### config.mk
export PLATFORM = sky130hd
export DESIGN_NAME = dcache_store_load_arbiter_flat
export DESIGN_NICKNAME = d
export VERILOG_FILES = /design/src/rtl/dcache_store_load_arbiter_if.sv /design/src/rtl/dcache_store_load_arbiter.sv /design/src/flat_wrapper.sv
export SDC_FILE = /design/constraint.sdc
export NUM_CORES = 1
export LEC_CHECK = 0
export CAP_MARGIN = 5
export CORE_AREA = 2 2 190 192
export DETAILED_ROUTE_END_ITERATION = 10
export DIE_AREA = 0 0 192 194
export PLACE_DENSITY = 0.48
export SYNTH_ARGS = -nofsm -noshare
export SYNTH_HDL_FRONTEND = slang
export SYNTH_SLANG_ARGS = --single-unit
### constraint.sdc
create_clock -name clk_i -period 1.8 [get_ports clk_i]
set_input_delay 0.45 -clock clk_i [delete_from_list [all_inputs] [get_ports clk_i]]
set_output_delay 0.45 -clock clk_i [all_outputs]
set_load 0.005 [all_outputs]
### src/rtl/dcache_store_load_arbiter_if.sv
// dcache_store_load_arbiter_if: load, store-buffer, fence and D$ port signals of the arbiter.
// The master modport is the arbiter itself; the slave modport is its environment.
interface dcache_store_load_arbiter_if;
    logic        ld_req_i;
    logic [63:0] ld_addr_i;
    logic [7:0]  ld_be_i;
    logic [1:0]  ld_size_i;
    logic        ld_gnt_o;
    logic        ld_rvalid_o;
    logic [63:0] ld_rdata_o;
    logic        st_req_i;
    logic [63:0] st_addr_i;
    logic [63:0] st_wdata_i;
    logic [7:0]  st_be_i;
    logic [1:0]  st_size_i;
    logic        st_gnt_o;
    logic        st_offset_match_i;
    logic        no_st_pending_i;
    logic        fence_i;
    logic        fence_done_o;
    logic        dc_req_o;
    logic        dc_we_o;
    logic [63:0] dc_addr_o;
    logic [63:0] dc_wdata_o;
    logic [7:0]  dc_be_o;
    logic [1:0]  dc_size_o;
    logic        dc_gnt_i;
    logic        dc_rvalid_i;
    logic [63:0] dc_rdata_i;

    modport master (
        input  ld_req_i, ld_addr_i, ld_be_i, ld_size_i,
        output ld_gnt_o, ld_rvalid_o, ld_rdata_o,
        input  st_req_i, st_addr_i, st_wdata_i, st_be_i, st_size_i, st_offset_match_i, no_st_pending_i,
        output st_gnt_o,
        input  fence_i,
        output fence_done_o,
        output dc_req_o, dc_we_o, dc_addr_o, dc_wdata_o, dc_be_o, dc_size_o,
        input  dc_gnt_i, dc_rvalid_i, dc_rdata_i
    );

    modport slave (
        output ld_req_i, ld_addr_i, ld_be_i, ld_size_i,
        input  ld_gnt_o, ld_rvalid_o, ld_rdata_o,
        output st_req_i, st_addr_i, st_wdata_i, st_be_i, st_size_i, st_offset_match_i, no_st_pending_i,
        input  st_gnt_o,
        output fence_i,
        input  fence_done_o,
        input  dc_req_o, dc_we_o, dc_addr_o, dc_wdata_o, dc_be_o, dc_size_o,
        output dc_gnt_i, dc_rvalid_i, dc_rdata_i
    );
endinterface

### src/rtl/dcache_store_load_arbiter.sv
// dcache_store_load_arbiter: shares the D$ request port between loads and committed stores,
// load-first with offset-hazard hold-off, starvation bursts and fence draining.
module dcache_store_load_arbiter #(
    parameter int STARVE_LIMIT = 8,
    parameter int BURST_LEN    = 2
) (
    input logic clk_i,
    input logic rst_i,
    dcache_store_load_arbiter_if.master bus
);
    localparam int SW = $clog2(STARVE_LIMIT + 1);
    localparam int BW = $clog2(BURST_LEN + 1);
    localparam logic [SW-1:0] S_MAX = SW'(STARVE_LIMIT);
    localparam logic [BW-1:0] B_MAX = BW'(BURST_LEN);

    typedef enum logic [1:0] {NORMAL, FORCE_ST, DRAIN} state_e;

    state_e          state_q, state_d;
    logic            lock_q, lock_d;
    logic            owner_st_q, owner_st_d;
    logic [SW-1:0]   starve_cnt_q, starve_cnt_d;
    logic [BW-1:0]   burst_cnt_q, burst_cnt_d;
    logic            fence_done_q, fence_done_d;
    logic            lock_act, ld_ok, sel_ld, sel_st;

    // A lock only holds while its owner keeps requesting; a flushed load releases it.
    assign lock_act = lock_q & (owner_st_q ? bus.st_req_i : bus.ld_req_i);
    assign ld_ok    = bus.ld_req_i & ~bus.st_offset_match_i;

    always_ff @(posedge clk_i) begin
        if (rst_i) begin
            state_q      <= NORMAL;
            lock_q       <= 1'b0;
            owner_st_q   <= 1'b0;
            starve_cnt_q <= '0;
            burst_cnt_q  <= '0;
            fence_done_q <= 1'b0;
        end else begin
            state_q      <= state_d;
            lock_q       <= lock_d;
            owner_st_q   <= owner_st_d;
            starve_cnt_q <= starve_cnt_d;
            burst_cnt_q  <= burst_cnt_d;
            fence_done_q <= fence_done_d;
        end
    end

    always_comb begin
        lock_d       = bus.dc_req_o & ~bus.dc_gnt_i;
        owner_st_d   = sel_st;
        starve_cnt_d = bus.st_gnt_o ? '0 :
                       (bus.st_req_i && starve_cnt_q != S_MAX) ? starve_cnt_q + 1'b1 : starve_cnt_q;
        // Outside FORCE_ST the burst counter sits at zero, so entering FORCE_ST starts a fresh burst.
        burst_cnt_d  = (state_q == FORCE_ST) ? burst_cnt_q + BW'(bus.st_gnt_o) : '0;
        state_d      = state_q;
        fence_done_d = 1'b0;
        case (state_q)
            NORMAL:   state_d = bus.fence_i ? DRAIN : (starve_cnt_d == S_MAX) ? FORCE_ST : NORMAL;
            FORCE_ST: state_d = bus.fence_i ? DRAIN :
                                (burst_cnt_d == B_MAX || (!bus.st_req_i && !lock_act)) ? NORMAL : FORCE_ST;
            DRAIN: begin
                if (!bus.st_req_i && bus.no_st_pending_i && !lock_act) begin
                    state_d      = NORMAL;
                    fence_done_d = 1'b1;
                end
            end
            default:  state_d = NORMAL;
        endcase
    end

    always_comb begin
        sel_st           = lock_act ? owner_st_q : (state_q == NORMAL) ? (~ld_ok & bus.st_req_i) : bus.st_req_i;
        sel_ld           = lock_act ? ~owner_st_q :
                           ld_ok & ((state_q == NORMAL) | ((state_q == FORCE_ST) & ~bus.st_req_i));
        bus.dc_req_o     = sel_ld | sel_st;
        bus.dc_we_o      = sel_st;
        bus.dc_addr_o    = sel_st ? bus.st_addr_i : sel_ld ? bus.ld_addr_i : '0;
        bus.dc_wdata_o   = sel_st ? bus.st_wdata_i : '0;
        bus.dc_be_o      = sel_st ? bus.st_be_i : sel_ld ? bus.ld_be_i : '0;
        bus.dc_size_o    = sel_st ? bus.st_size_i : sel_ld ? bus.ld_size_i : '0;
        bus.ld_gnt_o     = bus.dc_gnt_i & sel_ld;
        bus.st_gnt_o     = bus.dc_gnt_i & sel_st;
        bus.ld_rvalid_o  = bus.dc_rvalid_i;
        bus.ld_rdata_o   = bus.dc_rdata_i;
        bus.fence_done_o = fence_done_q;
    end

    a_one_gnt: assert property (@(posedge clk_i) disable iff (rst_i) !(bus.ld_gnt_o && bus.st_gnt_o));
    a_lock_stable: assert property (@(posedge clk_i) disable iff (rst_i) lock_act |-> $stable(bus.dc_addr_o));
    a_no_ld_drain: assert property (@(posedge clk_i) disable iff (rst_i) !(state_q == DRAIN && sel_ld && !lock_act));
endmodule

### src/flat_wrapper.sv
// flat-port wrapper written by rule: the top's interface ports become plain ports
module dcache_store_load_arbiter_flat 
#(
    parameter int STARVE_LIMIT = 8,
    parameter int BURST_LEN    = 2
)
  (clk_i, rst_i, bus_ld_req_i, bus_ld_addr_i, bus_ld_be_i, bus_ld_size_i, bus_ld_gnt_o, bus_ld_rvalid_o, bus_ld_rdata_o, bus_st_req_i, bus_st_addr_i, bus_st_wdata_i, bus_st_be_i, bus_st_size_i, bus_st_offset_match_i, bus_no_st_pending_i, bus_st_gnt_o, bus_fence_i, bus_fence_done_o, bus_dc_req_o, bus_dc_we_o, bus_dc_addr_o, bus_dc_wdata_o, bus_dc_be_o, bus_dc_size_o, bus_dc_gnt_i, bus_dc_rvalid_i, bus_dc_rdata_i);
  dcache_store_load_arbiter_if bus_i ();
  input logic clk_i;
  input logic rst_i;
  input wire logic [$bits(bus_i.ld_req_i)-1:0] bus_ld_req_i;
  input wire logic [$bits(bus_i.ld_addr_i)-1:0] bus_ld_addr_i;
  input wire logic [$bits(bus_i.ld_be_i)-1:0] bus_ld_be_i;
  input wire logic [$bits(bus_i.ld_size_i)-1:0] bus_ld_size_i;
  output wire logic [$bits(bus_i.ld_gnt_o)-1:0] bus_ld_gnt_o;
  output wire logic [$bits(bus_i.ld_rvalid_o)-1:0] bus_ld_rvalid_o;
  output wire logic [$bits(bus_i.ld_rdata_o)-1:0] bus_ld_rdata_o;
  input wire logic [$bits(bus_i.st_req_i)-1:0] bus_st_req_i;
  input wire logic [$bits(bus_i.st_addr_i)-1:0] bus_st_addr_i;
  input wire logic [$bits(bus_i.st_wdata_i)-1:0] bus_st_wdata_i;
  input wire logic [$bits(bus_i.st_be_i)-1:0] bus_st_be_i;
  input wire logic [$bits(bus_i.st_size_i)-1:0] bus_st_size_i;
  input wire logic [$bits(bus_i.st_offset_match_i)-1:0] bus_st_offset_match_i;
  input wire logic [$bits(bus_i.no_st_pending_i)-1:0] bus_no_st_pending_i;
  output wire logic [$bits(bus_i.st_gnt_o)-1:0] bus_st_gnt_o;
  input wire logic [$bits(bus_i.fence_i)-1:0] bus_fence_i;
  output wire logic [$bits(bus_i.fence_done_o)-1:0] bus_fence_done_o;
  output wire logic [$bits(bus_i.dc_req_o)-1:0] bus_dc_req_o;
  output wire logic [$bits(bus_i.dc_we_o)-1:0] bus_dc_we_o;
  output wire logic [$bits(bus_i.dc_addr_o)-1:0] bus_dc_addr_o;
  output wire logic [$bits(bus_i.dc_wdata_o)-1:0] bus_dc_wdata_o;
  output wire logic [$bits(bus_i.dc_be_o)-1:0] bus_dc_be_o;
  output wire logic [$bits(bus_i.dc_size_o)-1:0] bus_dc_size_o;
  input wire logic [$bits(bus_i.dc_gnt_i)-1:0] bus_dc_gnt_i;
  input wire logic [$bits(bus_i.dc_rvalid_i)-1:0] bus_dc_rvalid_i;
  input wire logic [$bits(bus_i.dc_rdata_i)-1:0] bus_dc_rdata_i;
  assign bus_i.ld_req_i = bus_ld_req_i;
  assign bus_i.ld_addr_i = bus_ld_addr_i;
  assign bus_i.ld_be_i = bus_ld_be_i;
  assign bus_i.ld_size_i = bus_ld_size_i;
  assign bus_ld_gnt_o = bus_i.ld_gnt_o;
  assign bus_ld_rvalid_o = bus_i.ld_rvalid_o;
  assign bus_ld_rdata_o = bus_i.ld_rdata_o;
  assign bus_i.st_req_i = bus_st_req_i;
  assign bus_i.st_addr_i = bus_st_addr_i;
  assign bus_i.st_wdata_i = bus_st_wdata_i;
  assign bus_i.st_be_i = bus_st_be_i;
  assign bus_i.st_size_i = bus_st_size_i;
  assign bus_i.st_offset_match_i = bus_st_offset_match_i;
  assign bus_i.no_st_pending_i = bus_no_st_pending_i;
  assign bus_st_gnt_o = bus_i.st_gnt_o;
  assign bus_i.fence_i = bus_fence_i;
  assign bus_fence_done_o = bus_i.fence_done_o;
  assign bus_dc_req_o = bus_i.dc_req_o;
  assign bus_dc_we_o = bus_i.dc_we_o;
  assign bus_dc_addr_o = bus_i.dc_addr_o;
  assign bus_dc_wdata_o = bus_i.dc_wdata_o;
  assign bus_dc_be_o = bus_i.dc_be_o;
  assign bus_dc_size_o = bus_i.dc_size_o;
  assign bus_i.dc_gnt_i = bus_dc_gnt_i;
  assign bus_i.dc_rvalid_i = bus_dc_rvalid_i;
  assign bus_i.dc_rdata_i = bus_dc_rdata_i;
  dcache_store_load_arbiter #(.STARVE_LIMIT(STARVE_LIMIT), .BURST_LEN(BURST_LEN)) u_core (.clk_i(clk_i), .rst_i(rst_i), .bus(bus_i));
endmodule
==> results.md, run 1 <==
- The remaining max-slew budget at the tightest pin is 82.2%.
- At the pin with the least slew margin, the transition time is 266 ps.
- The post-synthesis register bit count is 11.
- After clock tree synthesis, the clock-pin slew on the worst setup and hold paths is 40 ps.
- Setup slack on the worst reg-to-reg path comes out at -410 ps.
- The fraction of final layout cells sized beyond drive strength 1 is 43.6%.
- The total area inside the core boundary comes to 35200 um2.
- The die boundary height is 194 um.
- The synthesized netlist devotes 32.7% of its cell area to compound gates.
- The worst path arrival time is 1920 ps.
- The post-detailed-routing wire length is 20300 um.
- The global-route usage over all layers is 8.94%.
- The clock share of power is 17.1%.
- The total overflow left after global routing is 0.
- The pre-CTS setup slack is -1100 ps.
- Across the VDD grid, the largest voltage drop is 0.239 mV.
- The final hold violation count is 0.
- Synthesis produced a netlist whose cell count is 302.
- The clock net in this run drives a total of 11 sinks.
- The per-cell via count in the routed design is 3.49.
- Counting the fill cells in the layout gives 3939.
- The origin of the worst min-delay path is u_core.starve_cnt_q[1].
- The vias after detailed routing is 3833.
- The number of hold buffers added after CTS is 0.
- Static timing analysis puts the maximum clock frequency at 422 MHz.
- The number of nets at the end of the flow is 926.
- The flow ran to the end, but the final reports show violations.
- The number of instances on the worst hold path is 2.
- The design internal power is 0.00169 W.
- Setup slack on the critical path of the routed design comes to -569 ps.
- Counting distinct cell types in the post-synthesis netlist gives 35.
- For this run, the number of Yosys warnings is 0.
- Sequential cells were found to cover 9.62% of the synthesized design area.
- The sort of element at the end of the critical path is an output pin.
- Of all nets on the critical path, the largest fanout is 6.
- In this run the power density over the cells is 359 nW/um2.
- The checks that failed: negative setup slack.
- Counting the buffers created by CTS gives 3.
- The tree is rooted in a sky130_fd_sc_hd__clkbuf_16.
- For hold timing, the worst endpoint is u_core.starve_cnt_q[1].
- The number of antenna violations at the first check in global routing was 2.
- The global-route wire length before repair is 24400 um.
- The fraction of synthesized area in multiplexers is 0.437%.
- After detailed placement, the design holds a cell count of 1063.
- The worst reg2reg path endpoint is u_core.state_q[0].
- The startpoint class of the critical path is a flip-flop.
- Sorting the synthesized cells by area gives the leading types as sky130_fd_sc_hd__a22o_1, sky130_fd_sc_hd__buf_4, sky130_fd_sc_hd__and3_1, sky130_fd_sc_hd__dfxtp_1, sky130_fd_sc_hd__clkbuf_1.
- The starting density of the core is 6.50%.
- The startpoint identified for the worst register-to-register timing path is u_core.state_q[0].
- The class of the worst hold path is flip-flop to flip-flop.
- The sequential cell fraction of total power is 10.7%.
- The combinational family with the most area after synthesis is compound AO/OA/AOI/OAI gates.
- The DRC violation total after the first TritonRoute iteration is 81.
- After Yosys synthesis, full adders, half adders and majority gates account for 1.64% of the synthesized area.
- In the layout the commonest cells are sky130_fd_sc_hd__clkdlybuf4s50_1, sky130_fd_sc_hd__clkbuf_2, sky130_fd_sc_hd__a22o_1.
- For the worst-skew pair, the clock arrives at the later sink with an insertion delay of 240 ps.
- The remaining antenna violation count after routing is 0.
- The count of unresolved DRC violations after routing is 0.
- The share of total power dissipated in combinational logic is 72.2%.
- Leaving out fill and tap cells, the most frequent cell in the layout is sky130_fd_sc_hd__clkdlybuf4s50_1.
- The total die area is 37200 um2.
- The x dimension of the die is 192 um.
- The largest buffer count on any clock path is 2.
- The cell area after synthesis is 2290 um2.
- The worst clock skew is 2.42 ps.
- The average wire per standard cell is 18.5 um.
- Summing the areas of all xor and xnor instances in the mapped netlist gives 1.15% of the synthesized area.
- The number of I/O port buffers is 362.
- The number of cells traversed by the worst register-to-register path is 11.
- Setup repair after global routing could not meet its margin everywhere.
- Entering global routing, the biggest net connects 72 pins.
- The H-tree level count is 1.
- The fraction of the mapped netlist area in simple logic gates is 24.5%.
- The final cell count without fillers is 1099.
- STA puts the critical path data required time at 1350 ps.
- In this run switching power makes up 30.4% of total power.
- Relative to the synthesized area, the layout overhead comes to 195%.
- In this run the core area contains 69 standard-cell rows.
- The critical path in this run is classified as flip-flop to output pin.
- The portion of synthesized cell area occupied by the leading cell type is 28.3%.
- Summed over all nets, the half-perimeter wirelength after detailed placement is 15300 um.
- The synthesized design spends more area on one cell type than any other, namely sky130_fd_sc_hd__a22o_1.
- In this run the static leakage power is 2.93 nW.
- The number of detailed-routing iterations run before antenna repair is 4.
- Counting I/O delays and the setup requirement, the final critical path takes 2370 ps.
- The final worst-path cycle share is 132%.
- The number of global-route vias before repair is 3831.
- The number of top-level design ports is 493.
- For this design the total switching power over the nets is 0.000739 W.
- Setup violations remaining at the end of the flow were counted as 144.
- Synthesis produced a netlist with a net count of 590.
- The average instance in the mapped netlist occupies 7.58 um2.
- The final weighted congestion in routability-driven placement is 0.741.
- The number of max-slew violations in the final report is 0.
- TritonCTS built the clock tree.
- The tool flagged a number of max-cap violations equal to 0.
==> stage by stage <==
step                      hold WS (ps)  instance area [um2]  util, %  power, W  TNS (ps)
after floorplan                    472                 2320        -  0.000814     -2180
after global placement             560                 6200     17.6   0.00187   -144010
after detailed placement           563                 6200     17.6   0.00186   -142970
after CTS                          570                 6380     18.1   0.00227    -79720
after global routing               613                 6750     19.2   0.00258    -72590
final                              579                 6760     19.2   0.00243    -64620
==> cell usage after synthesis <==
cell                       count
sky130_fd_sc_hd__a2111o_1      1
sky130_fd_sc_hd__a211o_1       2
sky130_fd_sc_hd__a211oi_1      2
sky130_fd_sc_hd__a21oi_1       3
sky130_fd_sc_hd__a221oi_1      1
sky130_fd_sc_hd__a22o_1       74
sky130_fd_sc_hd__a311o_1       1
sky130_fd_sc_hd__and2_1        2
sky130_fd_sc_hd__and3_1       65
sky130_fd_sc_hd__buf_2        10
sky130_fd_sc_hd__buf_4        65
sky130_fd_sc_hd__buf_6         5
sky130_fd_sc_hd__clkbuf_1     18
sky130_fd_sc_hd__clkbuf_2      1
sky130_fd_sc_hd__dfxtp_1      11
sky130_fd_sc_hd__ha_1          3
sky130_fd_sc_hd__inv_1         5
sky130_fd_sc_hd__mux2i_1       1
sky130_fd_sc_hd__nand2_1       5
sky130_fd_sc_hd__nand2b_1      1
sky130_fd_sc_hd__nand3_1       2
sky130_fd_sc_hd__nand3b_1      2
sky130_fd_sc_hd__nand4_1       1
sky130_fd_sc_hd__nand4b_1      1
sky130_fd_sc_hd__nor2_1        2
sky130_fd_sc_hd__nor2b_1       3
sky130_fd_sc_hd__nor3_1        5
sky130_fd_sc_hd__nor3b_1       1
sky130_fd_sc_hd__nor4_1        1
sky130_fd_sc_hd__nor4_2        1
sky130_fd_sc_hd__o21ai_0       2
sky130_fd_sc_hd__o21ai_1       1
sky130_fd_sc_hd__o31ai_1       1
sky130_fd_sc_hd__xnor2_1       1
sky130_fd_sc_hd__xor2_1        2
==> power groups by stage <==
stage | clock [W] | combinational, W | sequential, W
finish | 0.000415 | 0.00175 | 0.000261
global route | 0.000436 | 0.00188 | 0.000262
CTS | 0.000414 | 0.00160 | 0.000261
detailed placement | 0 | 0.00160 | 0.000264
global placement | 0 | 0.00160 | 0.000264
floorplan | 0 | 0.000548 | 0.000265
==> cell type report <==
class | count | area (um2) | share of cell area (%)
Timing Repair Buffer | 430 | 4090 | 60.6
Multi-Input combinational cell | 187 | 1760 | 26.0
Tap cell | 461 | 577 | 8.54
Sequential cell | 11 | 229 | 3.39
Clock buffer | 4 | 78.8 | 1.17
Inverter | 5 | 18.8 | 0.278
Antenna cell | 1 | 2.50 | 0.0370
==> registers in the layout, indices dropped and copies added, names as in the netlist <==
| name | flops |
|---|---|
| u_core.burst_cnt_q | 2 |
| u_core.bus.fence_done_o | 1 |
| u_core.lock_q | 1 |
| u_core.owner_st_q | 1 |
| u_core.starve_cnt_q | 4 |
| u_core.state_q | 2 |
==> repair_timing <==
action                                  in CTS  in global routing
pin swaps                                    8                 42
endpoints found under the setup margin     149                145
setup buffers                               12                 15
gates resized for setup                    300                317
gates cloned                                 4                  7
==> metal layers <==
metal | vias up | track usage (%) | wire, um
li1 | 1744 | - | -
met5 | - | 0 | 13
met3 | 18 | 4.40 | 2990
met1 | 1747 | 9.99 | 7300
met4 | 2 | 1.58 | 279
met2 | 322 | 15.4 | 9700
==> cell families (layout without fill, tap and decap cells) <==
| kind of cell | count (synthesis) | count (layout) |
|---|---|---|
| buffers and inverters | 104 | 439 |
| other | 0 | 1 |
| DFF | 11 | 11 |
| adders and majority gates | 3 | 3 |
| AOI/OAI and AO/OA | 88 | 88 |
| and+or+nand+nor | 92 | 92 |
| xor gates and xnor gates | 3 | 3 |
| muxes | 1 | 1 |
==> worst max path at each step <==
stage,from,endpoint,slack [ps],cells past startpoint
6_report,u_core.state_q[0],bus_dc_wdata_o[50],-570,9
5_1_grt,u_core.state_q[0],bus_dc_wdata_o[50],-620,9
4_1_cts,u_core.lock_q,bus_dc_addr_o[17],-750,7
3_5_place_dp,bus_st_offset_match_i,bus_dc_addr_o[17],-1100,8
3_3_place_gp,bus_st_offset_match_i,bus_dc_addr_o[62],-1090,8
2_1_floorplan,u_core.state_q[0],bus_dc_addr_o[15],-50,7
==> critical path: stages, from the launching register on <==
cell                      delay (ps)
sky130_fd_sc_hd__dfxtp_4         360
sky130_fd_sc_hd__nor4_4          310
sky130_fd_sc_hd__o21ai_4          90
sky130_fd_sc_hd__buf_8           140
sky130_fd_sc_hd__buf_12          140
sky130_fd_sc_hd__buf_6           120
sky130_fd_sc_hd__buf_6           110
sky130_fd_sc_hd__buf_6           110
sky130_fd_sc_hd__and3_4          170
sky130_fd_sc_hd__buf_6           110
Power figures use the tool's default switching activity.
==> run 2: changes to the inputs <==
--- a/config.mk
+++ b/config.mk
@@ -10,6 +10,7 @@
 export DETAILED_ROUTE_END_ITERATION = 10
 export DIE_AREA = 0 0 192 194
 export PLACE_DENSITY = 0.48
+export RECOVER_POWER = 100
 export SYNTH_ARGS = -nofsm -noshare
 export SYNTH_HDL_FRONTEND = slang
 export SYNTH_SLANG_ARGS = --single-unit
==> run 2 against run 1 <==
Compared with the run above: hold slack is the same; non-clock buffer count is the same; the flow still finishes with violations (negative setup slack); global-route usage is the same; largest power group unchanged; first-iteration DRC count is the same; largest cell class unchanged.
==> results.md, run 2 (synthesized netlist as in run 1, its figures left out) <==
- The H-tree level count is 1 (unchanged).
- In the layout the commonest cells are sky130_fd_sc_hd__clkdlybuf4s50_1, sky130_fd_sc_hd__clkbuf_2, sky130_fd_sc_hd__a22o_1.
- The final worst-path cycle share is 132% (about the same).
- The worst clock skew is 2.41 ps (-0.00963 ps).
- The transition at the pin with the smallest max-transition slack was 266 ps (unchanged).
- The number of antenna violations at the first check in global routing is 2 (unchanged).
- The critical path goes through nor4_4 > o21ai_4 > buf_8 > buf_12 > buf_6 > buf_6 > buf_6 > and3_4 > buf_6.
- The per-cell via count in the routed design is 3.49 (about the same).
- The power dissipated by switching net loads came to 0.000739 W (about the same).
- The placed instance count is 1063 (unchanged).
- The cell leakage power is 2.93 nW (-0.10%).
- The cell sitting at the root of the clock tree is a sky130_fd_sc_hd__clkbuf_16.
- The global-route wire length before repair was 24400 um (unchanged).
- The critical path data required time was 1350 ps (about the same).
- The number of top-level design ports is 493 (unchanged).
- The number of I/O port buffers is 362 (unchanged).
- The sequential cell fraction of total power came to 10.7% (about the same).
- The number of global-route vias before repair is 3831 (unchanged).
- The maximum fanout encountered on the critical timing path is 6 (unchanged).
- The post-detailed-routing wire length came to 20300 um (about the same).
- The die boundary height came to 194 um (unchanged).
- The max-capacitance violation count came to 0 (unchanged).
- The largest registers in the layout are u_core.starve_cnt_q: 4 flops, u_core.burst_cnt_q: 2 flops, u_core.state_q: 2 flops.
- The global-route usage over all layers is 8.94% (unchanged).
- The critical path class is flip-flop to output pin.
- The buffering stage count on the worst path with inverters included came to 6 (unchanged).
- The final weighted congestion in routability-driven placement is 0.741 (unchanged).
- The clock insertion delay at the later pin of the skew report was 240 ps (about the same).
- The final critical path time including I/O delays and setup came to 2370 ps (+0.688 ps).
- The starting density of the core is 6.50% (unchanged).
- The kind of cell adding the most delay to the critical path is buffers and inverters.
- Setup repair after global routing could not meet its margin everywhere.
- The met2 track demand over resource is 15.4% (unchanged).
- The fraction of final layout cells sized beyond drive strength 1 came to 43.5% (-0.16 points).
- The count of filler cells inserted in the layout is 3941 (+0.051%).
- The most numerous cell type found on the critical path is sky130_fd_sc_hd__buf_6.
- The aggregate global routing overflow is 0 (unchanged).
- The final core utilization was 19.2% (about the same).
- The met3 track demand over resource in global routing was 4.40% (unchanged).
- The placeable core region is 35200 um2 (unchanged).
- The class of the worst hold path is flip-flop to flip-flop.
- The final worst-path setup slack was -569 ps (-0.688 ps).
- The final cell count without fillers is 1099 (unchanged).
- The global routing met1 resource utilization is 9.99% (unchanged).
- The total power draw came to 0.00243 W (about the same).
- The highest attainable clock frequency is 422 MHz (about the same).
- The number of max-slew violations in the final report is 0 (unchanged).
- The design internal power is 0.00169 W (about the same).
- TritonCTS built the clock tree.
- The maximum number of pins on one net before global-route repair is 72 (unchanged).
- The delay of the slowest cell on the worst path is 360 ps (about the same).
- The number of hold buffers added after CTS was 0 (unchanged).
- The slowest library cell on the worst path is sky130_fd_sc_hd__dfxtp_4.
- The count of unresolved DRC violations after routing is 0 (unchanged).
- The average wire per standard cell was 18.5 um (about the same).
- The largest buffer count on any clock path is 2 (unchanged).
- The signed area change from the synthesized netlist to the final layout is 195% (about the same).
- The sort of element at the end of the critical path is an output pin.
- The remaining max-slew budget at the tightest pin was 82.2% (unchanged).
- The x dimension of the die was 192 um (unchanged).
- The register with the most flip-flops is u_core.starve_cnt_q.
- The number of buffers added by the clock tree synthesis step is 3 (unchanged).
- The number of detailed-routing iterations run before antenna repair is 4 (unchanged).
- The worst path arrival time was 1920 ps (about the same).
- The remaining antenna violation count after routing is 0 (unchanged).
- The final hold violation count is 0 (unchanged).
- The setup total negative slack was -64720 ps (-100 ps).
- The busiest metal layer after global routing is met2.
- The clock share of power is 17.1% (about the same).
- The clock input transition at the sequential cells of the worst setup and hold paths was 40 ps (about the same).
- The placement row count is 69 (unchanged).
- The worst setup path is launched from a flip-flop.
- The part of the total power dissipated in combinational logic was 72.2% (about the same).
- The detailed placer's ending HPWL is 15300 um (unchanged).
- The switching power as a share of total power is 30.5% (about the same).
- The final setup violation count came to 144 (unchanged).
- The total power per unit cell area is 359 nW/um2 (about the same).
- The DRC violation total after the first TritonRoute iteration is 81 (unchanged).
- The final reports fail on negative setup slack.
- The worst-case vdd ir drop is 0.239 mV (unchanged).
- The total die area came to 37200 um2 (unchanged).
- The vias after detailed routing is 3831 (-0.052%).
- The number of flip-flops under the largest register name is 4 (unchanged).
- The most common cell after layout, fill and taps aside is sky130_fd_sc_hd__clkdlybuf4s50_1.
- The number of nets at the end of the flow was 926 (unchanged).
- The area taken by flip-flops and latches is 229 um2 (unchanged).
- The flow ran to the end, but the final reports show violations.
- The area used by multi-input combinational logic is 1760 um2 (unchanged).
- The final worst hold slack is 579 ps (unchanged).
- The total clock sinks is 11 (unchanged).
## run 2: cell count changes in the layout (fill, tap and decap cells not counted), sizes merged
| cell | delta |
|---|---|
| clkbuf | +1 |
| buf | -1 |
## run 2: final cells by class
type	instances	share of cell area [%]
Antenna cell	1	0.0371
Clock buffer	4	1.17
Inverter	5	0.278
Multi-Input combinational cell	187	26.0
Sequential cell	11	3.39
Tap cell	461	8.54
Timing Repair Buffer	430	60.6
## run 2: layer usage
layer / part of all wire, % / up-vias
met1: 36 / 1747
met2: 48 / 320
met4: 1.4 / 2
met3: 15 / 18
met5: 0.064 / -
li1: - / 1744
## run 2: power groups by stage
| stage | registers, W | clock network [W] | logic (W) |
|---|---|---|---|
| floorplan | 0.000265 | 0 | 0.000548 |
| global placement | 0.000264 | 0 | 0.00160 |
| detailed placement | 0.000264 | 0 | 0.00160 |
| CTS | 0.000261 | 0.000414 | 0.00160 |
| global route | 0.000262 | 0.000436 | 0.00188 |
| finish | 0.000261 | 0.000415 | 0.00175 |
## run 2: worst paths after layout
| kind | from | cells past startpoint | endpoint | slack [ps] |
|---|---|---|---|---|
| max reg2reg | u_core.state_q[0] | 11 | u_core.state_q[0] | -410 |
| min reg2reg | u_core.starve_cnt_q[1] | 2 | u_core.starve_cnt_q[1] | 580 |
| min | u_core.starve_cnt_q[1] | 2 | u_core.starve_cnt_q[1] | 580 |
| max | u_core.state_q[0] | 9 | bus_dc_wdata_o[50] | -570 |
## run 2: timing repair
action                     in CTS  in global routing
setup buffers                  12                 15
setup endpoints to repair     149                145
pin swaps                       8                 42
gates resized for setup       300                317
cloned                          4                  7
## run 2: through the flow
step / setup WS, ps / instance area, um2
final: -569 / 6750
after floorplan: -53.0 / 2320
after detailed placement: -1100 / 6200
after global placement: -1090 / 6200
after CTS: -753 / 6380
after global routing: -620 / 6750
## run 2: worst reg2reg max path, delay by kind of cell (launching register included)
| family | cells | cell delay [ps] |
|---|---|---|
| flip-flops | 1 | 360 |
| AO/OA/AOI/OAI | 3 | 410 |
| XOR/XNOR | 1 | 150 |
| buffers and inverters | 3 | 450 |
| AND/OR/NAND/NOR | 3 | 610 |
| adder cells (fa/ha/maj) | 1 | 150 |
